[src/rtl/board_io_frontend_pkg.sv]
// ---------------------------------------------------------------------------
// board_io_frontend_pkg
//   Shared constants and width helpers for the board input front end.
//   - DEFAULT_N_IN : channel count used by board tops unless overridden.
//   - cnt_width()  : debounce counter width for a given stable-cycle count.
//   - hold_width() : reset-stretch counter width for a given hold length.
// ---------------------------------------------------------------------------
package board_io_frontend_pkg;

   localparam int unsigned DEFAULT_N_IN = 8;

   // The counter must be able to hold DEBOUNCE_CYC-1 without wrapping.
   function automatic int unsigned cnt_width(input int unsigned debounce_cyc);
      return $clog2(debounce_cyc + 1);
   endfunction

   // The hold counter saturates at RST_HOLD, so it must represent that value.
   function automatic int unsigned hold_width(input int unsigned rst_hold);
      return $clog2(rst_hold + 1);
   endfunction

endpackage

[src/rtl/board_io_frontend_debounce_ch.sv]
// ---------------------------------------------------------------------------
// board_io_frontend_debounce_ch
//   One conditioned input channel: synchroniser chain, debounce counter,
//   accepted level and registered one-cycle rise/fall pulses.
// Ports
//   clk     in  system clock
//   resetn  in  asynchronous active-low reset
//   raw_i   in  asynchronous pin input
//   level_o out debounced level
//   rise_o  out one-cycle pulse, the cycle after level_o goes 0->1
//   fall_o  out one-cycle pulse, the cycle after level_o goes 1->0
// ---------------------------------------------------------------------------
module board_io_frontend_debounce_ch
   import board_io_frontend_pkg::*;
#(
   parameter int unsigned SYNC_STAGES  = 2,
   parameter int unsigned DEBOUNCE_CYC = 1000,
   parameter logic        INIT_LEVEL   = 1'b0
) (
   input  logic clk,
   input  logic resetn,
   input  logic raw_i,
   output logic level_o,
   output logic rise_o,
   output logic fall_o
);

   localparam int unsigned           CNT_W    = cnt_width(DEBOUNCE_CYC);
   localparam logic [CNT_W-1:0]      CNT_LAST = CNT_W'(DEBOUNCE_CYC - 1);

   logic [SYNC_STAGES-1:0] sync_q;
   logic                   sync_s;
   logic [CNT_W-1:0]       cnt_q, cnt_d;
   logic                   level_q, level_d;
   logic                   level_prev_q;
   logic                   rise_q, fall_q;

   assign sync_s = sync_q[SYNC_STAGES-1];

   always_comb begin
      cnt_d   = cnt_q;
      level_d = level_q;
      if (sync_s == level_q) begin
         // Agreement (including a bounce back) restarts the stability count.
         cnt_d = '0;
      end else if (cnt_q == CNT_LAST) begin
         level_d = sync_s;
         cnt_d   = '0;
      end else begin
         cnt_d = cnt_q + CNT_W'(1);
      end
   end

   always_ff @(posedge clk or negedge resetn) begin
      if (!resetn) begin
         sync_q       <= {SYNC_STAGES{INIT_LEVEL}};
         cnt_q        <= '0;
         level_q      <= INIT_LEVEL;
         level_prev_q <= INIT_LEVEL;
         rise_q       <= 1'b0;
         fall_q       <= 1'b0;
      end else begin
         // Pure flop chain: no logic between synchroniser stages.
         sync_q       <= {sync_q[SYNC_STAGES-2:0], raw_i};
         cnt_q        <= cnt_d;
         level_q      <= level_d;
         // Comparing against the previous level makes the pulse land one
         // cycle after level_o changes.
         level_prev_q <= level_q;
         rise_q       <= level_q & ~level_prev_q;
         fall_q       <= ~level_q & level_prev_q;
      end
   end

   assign level_o = level_q;
   assign rise_o  = rise_q;
   assign fall_o  = fall_q;

endmodule

[src/rtl/board_io_frontend.sv]
// ---------------------------------------------------------------------------
// board_io_frontend
//   Board input conditioning between FPGA pins and the SoC: per-channel
//   synchronise/debounce, edge detection with sticky maskable pending bits
//   driving an active-low irq_n, and a stretched SoC reset from a pushbutton.
// Ports
//   clk        in   system clock
//   resetn     in   asynchronous active-low reset
//   raw_in     in   [N_IN] asynchronous pin inputs
//   rst_btn    in   asynchronous reset pushbutton, active-high
//   rise_en    in   [N_IN] rising edge sets pending
//   fall_en    in   [N_IN] falling edge sets pending
//   irq_mask   in   [N_IN] 1 = pending bit may drive irq_n
//   irq_clr    in   [N_IN] one-cycle clear strobe for pending
//   level_out  out  [N_IN] debounced level
//   rise_pulse out  [N_IN] one-cycle pulse after level_out 0->1
//   fall_pulse out  [N_IN] one-cycle pulse after level_out 1->0
//   pending    out  [N_IN] sticky interrupt-pending bits
//   irq_n      out  active-low interrupt, registered
//   sys_resetn out  stretched active-low reset for the SoC
// ---------------------------------------------------------------------------
module board_io_frontend
   import board_io_frontend_pkg::*;
#(
   parameter int unsigned N_IN         = DEFAULT_N_IN,
   parameter int unsigned SYNC_STAGES  = 2,
   parameter int unsigned DEBOUNCE_CYC = 1000,
   parameter logic        INIT_LEVEL   = 1'b0,
   parameter int unsigned RST_HOLD     = 16
) (
   input  logic            clk,
   input  logic            resetn,
   input  logic [N_IN-1:0] raw_in,
   input  logic            rst_btn,
   input  logic [N_IN-1:0] rise_en,
   input  logic [N_IN-1:0] fall_en,
   input  logic [N_IN-1:0] irq_mask,
   input  logic [N_IN-1:0] irq_clr,
   output logic [N_IN-1:0] level_out,
   output logic [N_IN-1:0] rise_pulse,
   output logic [N_IN-1:0] fall_pulse,
   output logic [N_IN-1:0] pending,
   output logic            irq_n,
   output logic            sys_resetn
);

   localparam int unsigned      HOLD_W   = hold_width(RST_HOLD);
   localparam logic [HOLD_W-1:0] HOLD_MAX = HOLD_W'(RST_HOLD);

   // ---------------- per-channel conditioning ----------------
   genvar gi;
   generate
      for (gi = 0; gi < N_IN; gi++) begin : g_ch
         board_io_frontend_debounce_ch #(
            .SYNC_STAGES  (SYNC_STAGES),
            .DEBOUNCE_CYC (DEBOUNCE_CYC),
            .INIT_LEVEL   (INIT_LEVEL)
         ) u_ch (
            .clk     (clk),
            .resetn  (resetn),
            .raw_i   (raw_in[gi]),
            .level_o (level_out[gi]),
            .rise_o  (rise_pulse[gi]),
            .fall_o  (fall_pulse[gi])
         );
      end
   endgenerate

   // ---------------- pending / irq ----------------
   logic [N_IN-1:0] pend_q, pend_d;
   logic            irq_n_q;

   // A new edge wins over a coincident clear so no event is lost.
   assign pend_d = (rise_pulse & rise_en) | (fall_pulse & fall_en) | (pend_q & ~irq_clr);

   always_ff @(posedge clk or negedge resetn) begin
      if (!resetn) begin
         pend_q  <= '0;
         irq_n_q <= 1'b1;
      end else begin
         pend_q  <= pend_d;
         irq_n_q <= ~|(pend_q & irq_mask);
      end
   end

   assign pending = pend_q;
   assign irq_n   = irq_n_q;

   // ---------------- reset stretch ----------------
   logic [SYNC_STAGES-1:0] rb_sync_q;
   logic                   rb;
   logic [HOLD_W-1:0]      hold_q, hold_d;
   logic                   sysrst_q, sysrst_d;

   assign rb = rb_sync_q[SYNC_STAGES-1];

   always_comb begin
      hold_d   = hold_q;
      sysrst_d = sysrst_q;
      if (rb) begin
         hold_d   = '0;
         sysrst_d = 1'b0;
      end else if (hold_q != HOLD_MAX) begin
         hold_d   = hold_q + HOLD_W'(1);
         sysrst_d = 1'b0;
      end else begin
         // Counter saturates here; release stays until the button is pressed.
         sysrst_d = 1'b1;
      end
   end

   // The button chain resets to "not pressed" so the stretch starts counting
   // right after resetn releases.
   always_ff @(posedge clk or negedge resetn) begin
      if (!resetn) begin
         rb_sync_q <= '0;
         hold_q    <= '0;
         sysrst_q  <= 1'b0;
      end else begin
         rb_sync_q <= {rb_sync_q[SYNC_STAGES-2:0], rst_btn};
         hold_q    <= hold_d;
         sysrst_q  <= sysrst_d;
      end
   end

   assign sys_resetn = sysrst_q;

endmodule
[config.mk]
export PLATFORM = sky130hd
export DESIGN_NAME = board_io_frontend
export DESIGN_NICKNAME = d
export VERILOG_FILES = /design/src/rtl/board_io_frontend_pkg.sv /design/src/rtl/board_io_frontend_debounce_ch.sv /design/src/rtl/board_io_frontend.sv
export SDC_FILE = /design/constraint.sdc
export NUM_CORES = 1
export LEC_CHECK = 0
export ABC_CLOCK_PERIOD_IN_PS = 4200
export BUFFER_PORTS_ARGS = -buffer_cell sky130_fd_sc_hd__buf_2
export CAP_MARGIN = 20
export CORE_MARGIN = 1.5
export CORE_UTILIZATION = 50
export DETAILED_ROUTE_END_ITERATION = 16
export PLACE_DENSITY = 0.69
export SKIP_CTS_REPAIR_TIMING = 1
export SLEW_MARGIN = 20
export SYNTH_ARGS = -nofsm -noshare
export SYNTH_HDL_FRONTEND = slang
export SYNTH_HIERARCHICAL = 1
export SYNTH_SLANG_ARGS = --single-unit
[constraint.sdc]
create_clock -name clk -period 4.2 [get_ports clk]
set_input_delay 0.42 -clock clk [delete_from_list [all_inputs] [get_ports clk]]
set_output_delay 0.42 -clock clk [all_outputs]
set_load 0.005 [all_outputs]
[Word-level counts from Yosys, hierarchy flattened]
Cells that the tools add are included.
Storage, ports and cells
  bits in registers: 145
  output and inout port bits: 34
  logic and storage cells: 157
Operators by class
  $add $sub $neg: 9
  reductions and logical operators: 11
  equal/unequal tests: 17
  muxes and demuxes: 20
  bitwise operators: 47
Operators with widths (count)
  two-way mux 10 bit: 16
  adder 10 x 1 -> 10 bit, second input constant: 8
  equality test 10 bit, second input constant: 8
  bitwise AND 8 bit: 4
  inverter 1 bit: 24
  bitwise AND 1 bit: 16
  bitwise OR 8 bit: 2
  AND reduction 2 bit: 8
  two-way mux 5 bit: 2
  equality test 1 bit: 8
  inverter 8 bit: 1
  OR reduction 8 bit: 1
  adder 5 x 1 -> 5 bit, second input constant: 1
  inequality test 5 bit, second input constant: 1
  two-way mux 1 bit: 2
  nonzero test 2 bit: 1
  logical NOT 1 bit: 1

[Depth between registers and ports, before layout]
  depth after elaboration: 3
  depth in mapped cells: 4

[Hierarchy]
Netlist, hierarchy kept.
Modules (own cells, without submodules)
  board_io_frontend_debounce_ch: times used 8, cells each 60, area each 694.4 sq um
  board_io_frontend: times used 1, cells each 69, area each 769.5 sq um

[Worst setup path after synthesis]
OpenSTA, ideal clock, no wires.
  path kind: register to register
  from: register g_ch[0].u_ch.cnt_q[0]
  to: register g_ch[0].u_ch.cnt_q[9]
  library setup time: 138 ps
  data arrival time: 1376 ps
  cell stages (with the launch flop): 5
  path buffers: 0
  clock period less this slack: 1514 ps
  slack: 2686 ps
  data required time: 4062 ps
  cell sequence: dfrtp_1 -> ha_1 -> or4bb_2 -> o211ai_1 -> a31oi_1
On the way
  word-level cells in the longest chain between the ends: 3
  elaborated cells between the ends (all ways): 4
  classes of those cells: 1 x add/sub; 1 x eq/ne; 2 x mux
Ends and longest elaborated chain
  start, declared: line board_io_frontend_debounce_ch.sv:33  | logic [CNT_W-1:0] cnt_q, cnt_d;
  start signal, assigned: line board_io_frontend_debounce_ch.sv:65  | cnt_q <= cnt_d;
  adder 10 x 1 -> 10 bit or equality test 10 bit (tied branches): line board_io_frontend_debounce_ch.sv:50, board_io_frontend_debounce_ch.sv:46
  two-way mux 10 bit *: line board_io_frontend_debounce_ch.sv:46  | end else if (cnt_q == CNT_LAST) begin
  two-way mux 10 bit *: line board_io_frontend_debounce_ch.sv:43  | if (sync_s == level_q) begin
  named net g_ch[0].u_ch.cnt_d[9]: line board_io_frontend_debounce_ch.sv:33
The timed path passes the listed nets; every way through them passes the cells marked *.
A chain may end at the register's enable or synchronous reset.

[Worst setup path after layout]
  from: register g_ch[6].u_ch.cnt_q[0]
  to: register g_ch[6].u_ch.cnt_q[9]
On the way
  word-level cells in the longest chain between the ends: 3
  elaborated cells between the ends (all ways): 4
  classes of those cells: 1 x add/sub; 1 x eq/ne; 2 x mux
Ends and longest elaborated chain (line)
  start, declared: board_io_frontend_debounce_ch.sv:33
  start signal, assigned: board_io_frontend_debounce_ch.sv:65
  adder 10 x 1 -> 10 bit or equality test 10 bit (tied branches): board_io_frontend_debounce_ch.sv:50, board_io_frontend_debounce_ch.sv:46
  two-way mux 10 bit *: board_io_frontend_debounce_ch.sv:46
  two-way mux 10 bit *: board_io_frontend_debounce_ch.sv:43
  named net g_ch[6].u_ch.cnt_d[9]: board_io_frontend_debounce_ch.sv:33
Marks and branches as above.

==> run summary <==
Clock tree from TritonCTS -> yes
Number of synthesis warnings -> 6
Routed WL -> 11.6 mm
P per Cell Area -> 427 nW/um2
Worst Setup SP -> g_ch[6].u_ch/cnt_q[0]
First-pass GRT wire length -> 19.9 mm
Gate Count Post-Synth -> 549
Minimum clock period -> 1.67 ns
Synth Area in Adders -> 1.98%
Buffers on Ports -> 76
Initial drt markers -> 207
Top FF cell, synth -> dfrtp_1
DR vias/cell -> 5.54
Worst Setup Start Kind -> register
GR Overflow Total -> 0
Gr usage total -> 19.1%
Vias in the first global route -> 4453
Hold Path Class -> primary input to register
Slew @ Worst Pin -> 0.491 ns
Data required time of the worst path -> 4.47 ns
Compound-cell area share of the yosys netlist -> 11.4%
# placed instances -> 793
Async SR Flop Fraction -> 100%
Sequential fraction of the synthesis area -> 57.4%
Starting Density -> 52.0%
Layout Skew -> 0.00474 ns
Final setup fails -> 0
Core outline area -> 12200 um2
Dpl cell area -> 6920 um2
Layout area overhead -> 20.6%
Setup CP Type -> register to register
Portion of total power attributed to sequential cells -> 44.8%
Mux contribution to synthesized area -> 2.18%
Period Utilization, post-route -> 39.8%
Initial antenna violation count -> 0
Post-synth top area cell -> dfrtp_1
Largest fanout on the critical path -> 5
Status -> completed
Detailed-route wire length per cell -> 14.1 um
Post-synth EDFFs -> 0
ANT cells -> 0
GP Congestion -> 0.785
Footprint of the multi-input gates -> 2590 um2
Hold_sp -> raw_in[0]
Router iterations before antenna repair -> 4
Register area -> 3630 um2
Worst VDD drop -> 0.000236 V
# DRC -> 0
Final cell count without fillers -> 827
Final-report hold violation count -> 0
Pint -> 2620 uW
Hpwl dp -> 7.85 mm
Synth cell types -> 35
Sw Share -> 19.6%
RSZ-0062 raised after global routing -> false
Leakage power -> 0.00340 uW
H-tree Lvls -> 4
Worst path arrival time -> 1.94 ns
Clock power share -> 51.5%
Die area -> 13300 um2
Largest family of logic cells by synthesized area -> simple AND/OR/NAND/NOR gates
Largest net degree at the start of global routing -> 114
Simple-gate share of the synthesized area -> 20.9%
MaxCap Viol Count -> 0
Synth top area share -> 57.0%
Yosys reg bits -> 145
Final design area excluding fillers -> 7630 um2
Die W -> 115 um
Max Root-Sink Buffers -> 2
Syn Area/Cell -> 11.5 um2
Switching power -> 637 uW
Pins over their slew limit -> 0
Share of cells above drive strength 1 -> 25.6%
Number of top-level pins -> 77
Filler cells -> 955
Post-route ant nets -> 0
Clock sinks -> 145
Via Count -> 4582
Max Fclk -> 0.598 GHz
Synth Cell Area -> 6320 um2
Nets -> 699
Slew headroom -> 67.0%
Combinational power share -> 3.7%
Critical R2R Launch -> g_ch[6].u_ch/cnt_q[0]
Row cnt -> 40
Clk Latency, worst-skew pair -> 0.41 ns
CTS Root Cell -> clkbuf_16
Setup tns final -> 0 ns
Clk slew on worst S/H paths -> 0.06 ns
Critical path capture point type -> register
Final core occ -> 62.7%
Num CTS Buffers -> 17
Post-Syn Nets -> 602
Chip Height -> 115 um
Synth top area cells -> dfrtp_1, nand3_1, nor2_1, xnor2_1, xor2_1
Post-Synth XOR/XNOR Area -> 4.57%
-- worst paths after layout --
check | end | slack [ns] | depth (start not counted)
max | g_ch[6].u_ch/cnt_q[9] | 2.53 | 4
min | g_ch[0].u_ch/sync_q[0] | 0.11 | 1
max reg2reg | g_ch[6].u_ch/cnt_q[9] | 2.53 | 4
min reg2reg | g_ch[1].u_ch/sync_q[1] | 0.35 | 0
max in group asynchronous | g_ch[2].u_ch/sync_q[1] | 2.64 | 4
min in group asynchronous | g_ch[2].u_ch/cnt_q[6] | 0.46 | 2
-- power groups by stage --
stage / registers (uW) / logic, uW / clock network, uW
2_1_floorplan: 1470 / 58.0 / 0
3_3_place_gp: 1480 / 115 / 0
3_5_place_dp: 1480 / 119 / 0
4_1_cts: 1460 / 121 / 1720
5_1_grt: 1460 / 141 / 1790
6_report: 1460 / 121 / 1680
-- per-layer routing --
metal | part of all wire [%] | GRT usage, %
met1 | 44 | 23.3
met2 | 50 | 31.9
met3 | 3.7 | 4.92
met4 | 1.9 | 9.05
met5 | 0 | 0
-- placed cells by master, fill, tap and decap left out, types with 2 or more instances in the layout --
cell / instances
inv_1: 26
ha_1: 10
or3_2: 8
a21oi_1: 24
o211ai_1: 8
nand4_1: 16
and4_1: 9
or4_1: 16
clkbuf_1: 2
buf_2: 75
clkinv_2: 4
clkbuf_16: 17
nand2b_1: 2
o31ai_1: 8
xnor2_1: 17
a22oi_1: 12
and4bb_2: 8
mux2_2: 10
and3_1: 8
nor2_1: 43
xor2_1: 16
nand3_2: 8
a31o_2: 8
or4bb_2: 8
dfrtp_1: 144
or3_1: 8
a31oi_1: 8
nand2_1: 24
bufinv_16: 6
clkbuf_8: 2
o221a_2: 8
nand3_1: 34
a21boi_0: 8
o21ai_0: 24
nor2b_1: 20
-- sequential cells by signal (all words and copies together), names as in the netlist --
register and cells:
hold_q 5, sys_resetn 1, pending 8, g_ch.u_ch/sync_q 16
g_ch.u_ch/level_o 8, rb_sync_q 2, g_ch.u_ch/fall_o 8, g_ch.u_ch/rise_o 8
g_ch.u_ch/level_prev_q 8, g_ch.u_ch/cnt_q 80, irq_n 1
-- final cells by class --
class                           count  area share [%]
Timing Repair Buffer               79            5.66
Clock buffer                       21            6.03
Sequential cell                   145            47.6
Inverter                           26            1.28
Tap cell                          168            2.76
Multi-Input combinational cell    377            34.0
Clock inverter                     11            2.72
-- through the flow --
stage / worst slack (ns) / total power, uW / hold slack, ns
after floorplan: 2.69 / 1530 / 0.124
after global placement: 2.55 / 1590 / 0.333
after global routing: 2.38 / 3390 / 0.0883
after detailed placement: 2.52 / 1600 / 0.338
after CTS: 2.51 / 3300 / 0.0965
final: 2.53 / 3260 / 0.115
-- synth_stat cells, types with 12 or more instances --
cell type and count:
xnor2_1 17, dfrtp_1 144, a22oi_1 12, nor2_1 43
nor2b_1 20, o21ai_0 24, nand3_1 34, a21oi_1 24
or4_1 16, xor2_1 16, nand4_1 16, nand2_1 24
inv_1 26
-- logic make-up (layout without fill, tap and decap cells) --
logic type,after synthesis,count (layout)
multiplexers,12,12
AO/OA/AOI/OAI,108,108
adder cells (fa/ha/maj),10,10
AND/OR/NAND/NOR,214,214
flip-flops,145,145
XOR/XNOR,33,33
buffers and inverters,27,137
-- worst max-delay path, cell delays in order (launching register included) --
cell and delay [ns]:
dfrtp_1 0.40, ha_1 0.28, or4bb_2 0.63, o211ai_1 0.11
a31oi_1 0.11
Power figures use the tool's default switching activity.
